===== src/rtl/queue_pkg.sv =====
// Shared definitions for the BRAM FIFO queue and its pop-side reader.
package queue_pkg;

  localparam int unsigned DEFAULT_DATA_WIDTH = 32;
  localparam int unsigned DEFAULT_RD_LATENCY = 2;

  typedef enum logic [2:0] {
    StIdle,
    StPop,
    StWait,
    StCapture,
    StHold,
    StGuard
  } reader_state_e;

  // Width of a down-counter that must hold lat-1.
  function automatic int unsigned lat_cnt_width(input int unsigned lat);
    return (lat > 1) ? $clog2(lat) : 1;
  endfunction

endpackage


===== src/rtl/queue_reader_if.sv =====
// Queue-side strobes/data and downstream valid/ready stream of the queue reader.
// peek_req/m_peek exist only when QUEUE_READER_PEEK_EN is defined.
interface queue_reader_if
  import queue_pkg::*;
#(
  parameter int unsigned DATA_WIDTH = DEFAULT_DATA_WIDTH
);

  logic                  q_empty;
  logic [DATA_WIDTH-1:0] q_rd_val;
  logic                  q_pop;
  logic                  q_peek;
  logic [DATA_WIDTH-1:0] m_data;
  logic                  m_valid;
  logic                  m_ready;
`ifdef QUEUE_READER_PEEK_EN
  logic                  peek_req;
  logic                  m_peek;

  modport master (
    input  q_empty, q_rd_val, m_ready, peek_req,
    output q_pop, q_peek, m_data, m_valid, m_peek
  );

  modport slave (
    output q_empty, q_rd_val, m_ready, peek_req,
    input  q_pop, q_peek, m_data, m_valid, m_peek
  );
`else
  modport master (
    input  q_empty, q_rd_val, m_ready,
    output q_pop, q_peek, m_data, m_valid
  );

  modport slave (
    output q_empty, q_rd_val, m_ready,
    input  q_pop, q_peek, m_data, m_valid
  );
`endif

endinterface


===== src/rtl/queue_reader.sv =====
// Pop-side controller for the BRAM FIFO queue: one word per pop, presented on a valid/ready stream.
// Optional peek path enabled by QUEUE_READER_PEEK_EN.
module queue_reader
  import queue_pkg::*;
#(
  parameter int unsigned DATA_WIDTH = DEFAULT_DATA_WIDTH,
  parameter int unsigned RD_LATENCY = DEFAULT_RD_LATENCY,
  parameter int unsigned CNT_WIDTH  = 32
) (
  input  logic                 clk,
  input  logic                 rst,
  input  logic                 en,
  queue_reader_if.master       bus,
  output logic                 busy,
  output logic [CNT_WIDTH-1:0] drained
);

  localparam int unsigned     LatW    = lat_cnt_width(RD_LATENCY);
  localparam logic [LatW-1:0] LatLoad = LatW'(RD_LATENCY - 1);

  reader_state_e         state_q;
  logic [LatW-1:0]       lat_q;
  logic                  pop_q;
  logic                  peek_q;
  logic                  valid_q;
  logic                  word_peek_q;
  logic [DATA_WIDTH-1:0] data_q;
  logic [CNT_WIDTH-1:0]  drained_q;
  logic                  start_peek;

`ifdef QUEUE_READER_PEEK_EN
  assign start_peek = bus.peek_req & ~bus.q_empty;
  assign bus.m_peek = word_peek_q & valid_q;
`else
  assign start_peek = 1'b0;
`endif

  always_ff @(posedge clk or posedge rst) begin
    if (rst) begin
      state_q     <= StIdle;
      lat_q       <= '0;
      pop_q       <= 1'b0;
      peek_q      <= 1'b0;
      valid_q     <= 1'b0;
      word_peek_q <= 1'b0;
      data_q      <= '0;
      drained_q   <= '0;
    end else begin
      unique case (state_q)
        StIdle: begin
          // Peek wins over pop; q_empty is only trusted here, after the guard cycle.
          if (start_peek) begin
            peek_q      <= 1'b1;
            word_peek_q <= 1'b1;
            state_q     <= StPop;
          end else if (en && !bus.q_empty) begin
            pop_q       <= 1'b1;
            word_peek_q <= 1'b0;
            state_q     <= StPop;
          end
        end
        StPop: begin
          pop_q   <= 1'b0;
          peek_q  <= 1'b0;
          lat_q   <= LatLoad;
          state_q <= StWait;
        end
        StWait: begin
          if (lat_q == '0) begin
            state_q <= StCapture;
          end else begin
            lat_q <= lat_q - LatW'(1);
          end
        end
        StCapture: begin
          data_q  <= bus.q_rd_val;
          valid_q <= 1'b1;
          state_q <= StHold;
        end
        StHold: begin
          if (bus.m_ready) begin
            valid_q <= 1'b0;
            if (!word_peek_q) begin
              drained_q <= drained_q + CNT_WIDTH'(1);
            end
            state_q <= StGuard;
          end
        end
        StGuard: state_q <= StIdle;
        default: state_q <= StIdle;
      endcase
    end
  end

  assign bus.q_pop   = pop_q;
  assign bus.q_peek  = peek_q;
  assign bus.m_data  = data_q;
  assign bus.m_valid = valid_q;
  assign busy        = (state_q != StIdle);
  assign drained     = drained_q;

endmodule

===== src/flat_wrapper.sv =====
// flat-port wrapper written by rule: the top's interface ports become plain ports
module queue_reader_flat import queue_pkg::*;
#(
  parameter int unsigned DATA_WIDTH = DEFAULT_DATA_WIDTH,
  parameter int unsigned RD_LATENCY = DEFAULT_RD_LATENCY,
  parameter int unsigned CNT_WIDTH  = 32
)
  (clk, rst, en, busy, drained, bus_q_empty, bus_q_rd_val, bus_m_ready, bus_q_pop, bus_q_peek, bus_m_data, bus_m_valid);
  queue_reader_if #(.DATA_WIDTH(DATA_WIDTH)) bus_i ();
  input  logic clk;
  input  logic rst;
  input  logic en;
  output logic busy;
  output logic [CNT_WIDTH-1:0] drained;
  input wire logic [$bits(bus_i.q_empty)-1:0] bus_q_empty;
  input wire logic [$bits(bus_i.q_rd_val)-1:0] bus_q_rd_val;
  input wire logic [$bits(bus_i.m_ready)-1:0] bus_m_ready;
  output wire logic [$bits(bus_i.q_pop)-1:0] bus_q_pop;
  output wire logic [$bits(bus_i.q_peek)-1:0] bus_q_peek;
  output wire logic [$bits(bus_i.m_data)-1:0] bus_m_data;
  output wire logic [$bits(bus_i.m_valid)-1:0] bus_m_valid;
  assign bus_i.q_empty = bus_q_empty;
  assign bus_i.q_rd_val = bus_q_rd_val;
  assign bus_i.m_ready = bus_m_ready;
  assign bus_q_pop = bus_i.q_pop;
  assign bus_q_peek = bus_i.q_peek;
  assign bus_m_data = bus_i.m_data;
  assign bus_m_valid = bus_i.m_valid;
  queue_reader #(.DATA_WIDTH(DATA_WIDTH), .RD_LATENCY(RD_LATENCY), .CNT_WIDTH(CNT_WIDTH)) u_core (.clk(clk), .rst(rst), .en(en), .bus(bus_i), .busy(busy), .drained(drained));
endmodule

===== config.mk =====
export PLATFORM = sky130hd
export DESIGN_NAME = queue_reader_flat
export DESIGN_NICKNAME = d
export VERILOG_FILES = /design/src/rtl/queue_pkg.sv /design/src/rtl/queue_reader_if.sv /design/src/rtl/queue_reader.sv /design/src/flat_wrapper.sv
export SDC_FILE = /design/constraint.sdc
export NUM_CORES = 1
export LEC_CHECK = 0
export CAP_MARGIN = 5
export CORE_MARGIN = 5
export CORE_UTILIZATION = 35
export DETAILED_ROUTE_END_ITERATION = 16
export PLACE_DENSITY_LB_ADDON = 0.05
export REMOVE_ABC_BUFFERS = 1
export SKIP_LAST_GASP = 1
export SYNTH_ARGS = -nofsm -noshare
export SYNTH_HDL_FRONTEND = slang
export SYNTH_SLANG_ARGS = --single-unit

===== constraint.sdc =====
create_clock -name clk -period 3.94 [get_ports clk]
set_clock_uncertainty 0.05 [all_clocks]
set_input_delay 0.985 -clock clk [delete_from_list [all_inputs] [get_ports clk]]
set_output_delay 0.985 -clock clk [all_outputs]
set_load 0.01 [all_outputs]

==> qor.txt, run 1 <==
Clock Latency Late Sink - 330 ps
Pwr Total - 2.58 mW
CP max-delay cell - clkdlybuf4s50_1
Reg clk slew, reported paths - 70 ps
wire per inst - 14.6 um
minimum clock period - 2820 ps
ys async rst share - 100%
via count - 2030
Worst Path Max Fanout - 8
period utilisation layout - 71.6%
drt drc - 0
CTS tree - built
maximum capacitance violations - 0
fmax - 355 MHz
Area contributors post-synth - dfrtp_1, mux2_2, xnor2_1, xor2_1, nand2_1
type of the worst setup path - in -> reg
die width - 101 um
First DRT Iteration DRCs - 24
ANT nets after route - 0
synthesized flop and latch total - 70
total congestion overflow - 0
fin. max-slew vios - 0
initial antenna violation count - 0
H-tree depth - 3
Yosys cell types - 32
Post-synth EDFFs - 0
core area - 8130 sq um
top_reg_cell synth - dfrtp_1
Hold Slack - 436 ps
post-synth top area share - 60.5%
DRT Wirelength - 6.45 mm
status - finished, final reports clean
hold_buf cts - 0
CTS Buffer Depth - 2
worst path required time - 4110 ps
reg2reg setup slack - 1690 ps
Port Buffers - 103
Most Frequent Cell on Critical Path - nand4_1
vias in the first global route - 2108
Critical Path Sink Type - register
sequential fraction of the synthesis area - 60.5%
Initial Util - 35.6%
unrepaired setup endpoints after global routing - false
area leader, netlist - dfrtp_1
ANT cells - 0
DIE HEIGHT - 101 um
dpl hpwl - 4.57 mm
leakage - 1.83 nW
Arr. time, crit path - 2980 ps
CP delay by family, top - simple AND/OR/NAND/NOR gates
most frequent cells after synthesis - dfrtp_1, mux2_2, xnor2_1
CP Buf/Inv Count - 1
Worst path max stage delay - 490 ps
synthesized area - 2890 sq um
final setup fails - 0
Worst Tran Pin Value - 887 ps
TritonRoute pass-1 iters - 3
die area - 10200 sq um
Pwr per Cell Area - 609 nW/um^2
clock tree sinks - 70
TritonCTS buffer count - 9
gpl congestion - 0.723
most frequent cell after synthesis - dfrtp_1
Post-Syn Instances - 223
Yosys Warn Count - 0
Tightest Hold Check Type - reg -> reg
Hold Fails Final Rpt - 0
Setup TNS - 0 ps
nets - 370
type of origin of the critical path - input pin
GRT Resource Usage Total - 13.1%
I/O pins - 105
CP Cell Sequence - clkdlybuf4s50_1 > and4bb_2 > nand4_1 > nor4_4 > nand4_1 > xnor2_1
fill count - 740
first-pass GRT wire length - 10.5 mm
Resized cells post-CTS - 0
largest net degree at the start of global routing - 71
share of cells above drive strength 1 - 16.3%
post-CTS setup buffer count - 0
VDD IR max - 0.291 mV
Clock Tree Root - clkbuf_8
row count - 33
Layout area overhead - 46.2%
Synth Area per Inst - 13.0 sq um
relative slew slack - 40.8%
vias per std cell - 4.59
==> stage by stage <==
stage / area [sq um] / util (%) / setup slack [ps] / cells
finish: 4230 / 52.0 / 1120 / 442
global route: 4230 / 52.0 / 1010 / 442
CTS: 4230 / 52.0 / 1180 / 442
detailed placement: 4040 / 49.6 / 822 / 426
global placement: 4040 / 49.6 / 864 / 426
floorplan: 2860 / - / 1140 / 216
==> cell families (layout without fill, tap and decap cells) <==
group	count (synthesis)	in the layout	synth area share (%)
simple gates	73	73	14.3
flops	70	70	60.5
xor+xnor	32	32	9.68
mux	32	32	12.5
buf+inv	9	123	1.43
compound gates	5	5	1.04
fa+ha+maj	1	1	0.432
other cells	1	1	0.130
==> metal layers <==
metal,share of wire (%),vias to the layer above,GRT usage (%)
li1,-,984,-
met1,45,986,17.4
met2,47,55,20.2
met3,6.2,5,3.60
met4,0.90,0,5.21
met5,0,-,0
==> sequential cells by signal (all words and copies together) (netlist names) <==
name	flops
u_core.lat_q	1
u_core.state_q	3
u_core.bus.m_valid	1
u_core.drained	32
u_core.bus.m_data	32
u_core.bus.q_pop	1
==> area by class of cell <==
cell class	count	area [sq um]	area share, %
Clock inverter	3	43.8	1.04
Tap cell	105	131	3.11
Timing Repair Buffer	105	1050	24.7
Sequential cell	70	1750	41.4
Multi-Input combinational cell	144	1100	26.0
Inverter	2	7.51	0.177
Clock buffer	13	149	3.52
==> final timing paths <==
kind,startpoint,to,cells after the start
setup / recovery,bus_m_ready,u_core.drained[31],6
hold / removal,u_core.drained[31],u_core.drained[31],1
setup reg to reg,u_core.state_q[1],u_core.drained[31],5
hold reg to reg,u_core.drained[31],u_core.drained[31],1
max in group asynchronous,rst,u_core.drained[3],3
min in group asynchronous,rst,u_core.drained[23],3
==> worst reg2reg max path, stage by stage, from the launching register on <==
cell and delay (ps):
dfrtp_1 480, and4bb_2 390, nand4_1 450, nor4_4 470
nand4_1 160, xnor2_1 150
==> power breakdown <==
group,switching [mW],internal [mW]
logic,0.340,0.594
registers,0.139,0.934
clock network,0.260,0.311
==> layout by cell type, fill, tap and decap left out, types with 2 or more instances in the layout <==
cell type        count
clkdlybuf4s50_1    103
buf_4                2
nand3_1             10
clkbuf_1             3
clkbuf_8            10
a21oi_1              3
xor2_1              10
mux2_2              32
or3_1                2
nand2_1             21
xnor2_1             22
and3_1               4
nor2_1              15
nand4_1              8
dfrtp_1             70
(Power assumes the default switching activity.)
==> run 2, diff against run 1 <==
==> constraint.sdc (replaced) <==
create_clock -name clk -period 2.9 [get_ports clk]
set_clock_uncertainty 0.05 [all_clocks]
set_input_delay 0.725 -clock clk [delete_from_list [all_inputs] [get_ports clk]]
set_output_delay 0.725 -clock clk [all_outputs]
set_load 0.01 [all_outputs]
==> run 2 against run 1 <==
Combinational power up 36%; design area up 0.89%; worst setup slack worse by 710 ps; register-to-register slack worse by 890 ps; final cell count up 1.1%; via count up 0.94%; total power up 36%; global-route usage down 0.23 points.
==> qor.txt, run 2 (same netlist as run 1, synthesis figures left out) <==
status - finished, final reports clean
setup ws final - 412 ps
die width - 101 um
pre-CTS worst setup slack - 311 ps
ANT nets after route - 0
switching power total - 1.00 mW
final setup fails - 0
largest net degree at the start of global routing - 34
row count - 33
DRT Wirelength - 6.48 mm
Reg clk slew, reported paths - 70 ps
share of cells above drive strength 1 - 17.5%
first-pass GRT wire length - 10.3 mm
VDD IR max - 0.539 mV
Critical Path Sink Type - output pin
wire per inst - 14.5 um
leakage - 1.85 nW
most frequent cells in the layout - clkdlybuf4s50_1, dfrtp_1, mux2_2, xnor2_1, nand2_1
Worst Path Max Fanout - 9
worst path required time - 2120 ps
TritonCTS buffer count - 9
sequential cell fraction of total power - 41.7%
DIE HEIGHT - 101 um
dpl hpwl - 4.77 mm
vias in the first global route - 2081
Tightest Hold Check Type - reg -> reg
type of the worst setup path - reg -> out
Int Pwr - 2.50 mW
CTS tree - built
total congestion overflow - 0
I/O pins - 105
Hold Fails Final Rpt - 0
CTS Buffer Depth - 2
minimum clock period - 2490 ps
H-tree depth - 3
clock power share - 22.0%
via count - 2049
Port Buffers - 103
Clock Latency Late Sink - 330 ps
unrepaired setup endpoints after global routing - false
Layout area overhead - 47.5%
die area - 10200 sq um
Clock Tree Root - clkbuf_8
leading cell type in the layout, fill and taps excluded - clkdlybuf4s50_1
Initial Util - 35.6%
maximum capacitance violations - 0
reg2reg setup slack - 800 ps
drt drc - 0
footprint of the multi-input gates - 1100 sq um
Setup TNS - 0 ps
GRT Resource Usage Total - 12.8%
TritonRoute pass-1 iters - 4
initial antenna violation count - 0
vias per std cell - 4.58
gpl congestion - 0.733
fmax - 402 MHz
Resized cells post-CTS - 0
fin. max-slew vios - 0
Arr. time, crit path - 1710 ps
clock tree sinks - 70
nets - 375
fill count - 728
Pwr per Cell Area - 821 nW/um^2
type of origin of the critical path - register
core area - 8130 sq um
Net Sw Frac - 28.6%
First DRT Iteration DRCs - 13
ANT cells - 0
hold_buf cts - 0
sequential cell area - 1750 sq um
power share of the combinational group - 36.3%
post-CTS setup buffer count - 0
period utilisation layout - 85.8%
## run 2: changes by cell type in the layout (fill, tap and decap cells not counted), sizes merged
cell  change
buf       +5
## run 2: through the flow
| stage | power [mW] | instances | utilization (%) | cell area, sq um | hold slack [ps] |
|---|---|---|---|---|---|
| floorplan | 2.05 | 216 | - | 2860 | 455 |
| global placement | 2.76 | 431 | 50.1 | 4080 | 419 |
| detailed placement | 2.78 | 431 | 50.1 | 4080 | 419 |
| CTS | 3.57 | 447 | 52.5 | 4270 | 429 |
| global route | 3.72 | 447 | 52.5 | 4270 | 461 |
| finish | 3.51 | 447 | 52.5 | 4270 | 429 |
## run 2: final timing paths
path	cells past startpoint	start	end
max in group asynchronous	3	rst	u_core.drained[4]
max	2	u_core.state_q[0]	busy
max reg2reg	5	u_core.drained[3]	u_core.drained[24]
min	1	u_core.drained[31]	u_core.drained[31]
min in group asynchronous	2	rst	u_core.bus.m_data[3]
min reg2reg	1	u_core.drained[31]	u_core.drained[31]
## run 2: routing by layer
layer | wire [um] | global-route usage (%) | vias up | part of all wire [%]
met5 | 0 | 0 | - | 0
met4 | 61 | 5.52 | 0 | 0.94
met3 | 431 | 3.25 | 10 | 6.6
met2 | 3120 | 19.2 | 60 | 48
met1 | 2870 | 17.7 | 984 | 44
li1 | - | - | 995 | -
## run 2: area by class of cell
type / count / share of cell area (%)
inverters: 2 / 0.176
clock inverters: 3 / 1.03
clock buffers: 13 / 3.49
repair buffers: 110 / 25.4
flip-flops and latches: 70 / 41.0
multi-input cells: 144 / 25.8
well taps: 105 / 3.08
## run 2: worst max-delay path, cell delays in order, from the launching register on
cell and delay, ps:
dfrtp_1 480, or3_1 410, clkdlybuf4s50_1 490
## run 2: power by group through the flow
stage	combinational [mW]	clock, mW	sequential [mW]
4_1_cts	1.30	0.803	1.46
3_5_place_dp	1.30	0	1.48
5_1_grt	1.37	0.841	1.51
3_3_place_gp	1.29	0	1.47
6_report	1.27	0.770	1.46
2_1_floorplan	0.462	0	1.59
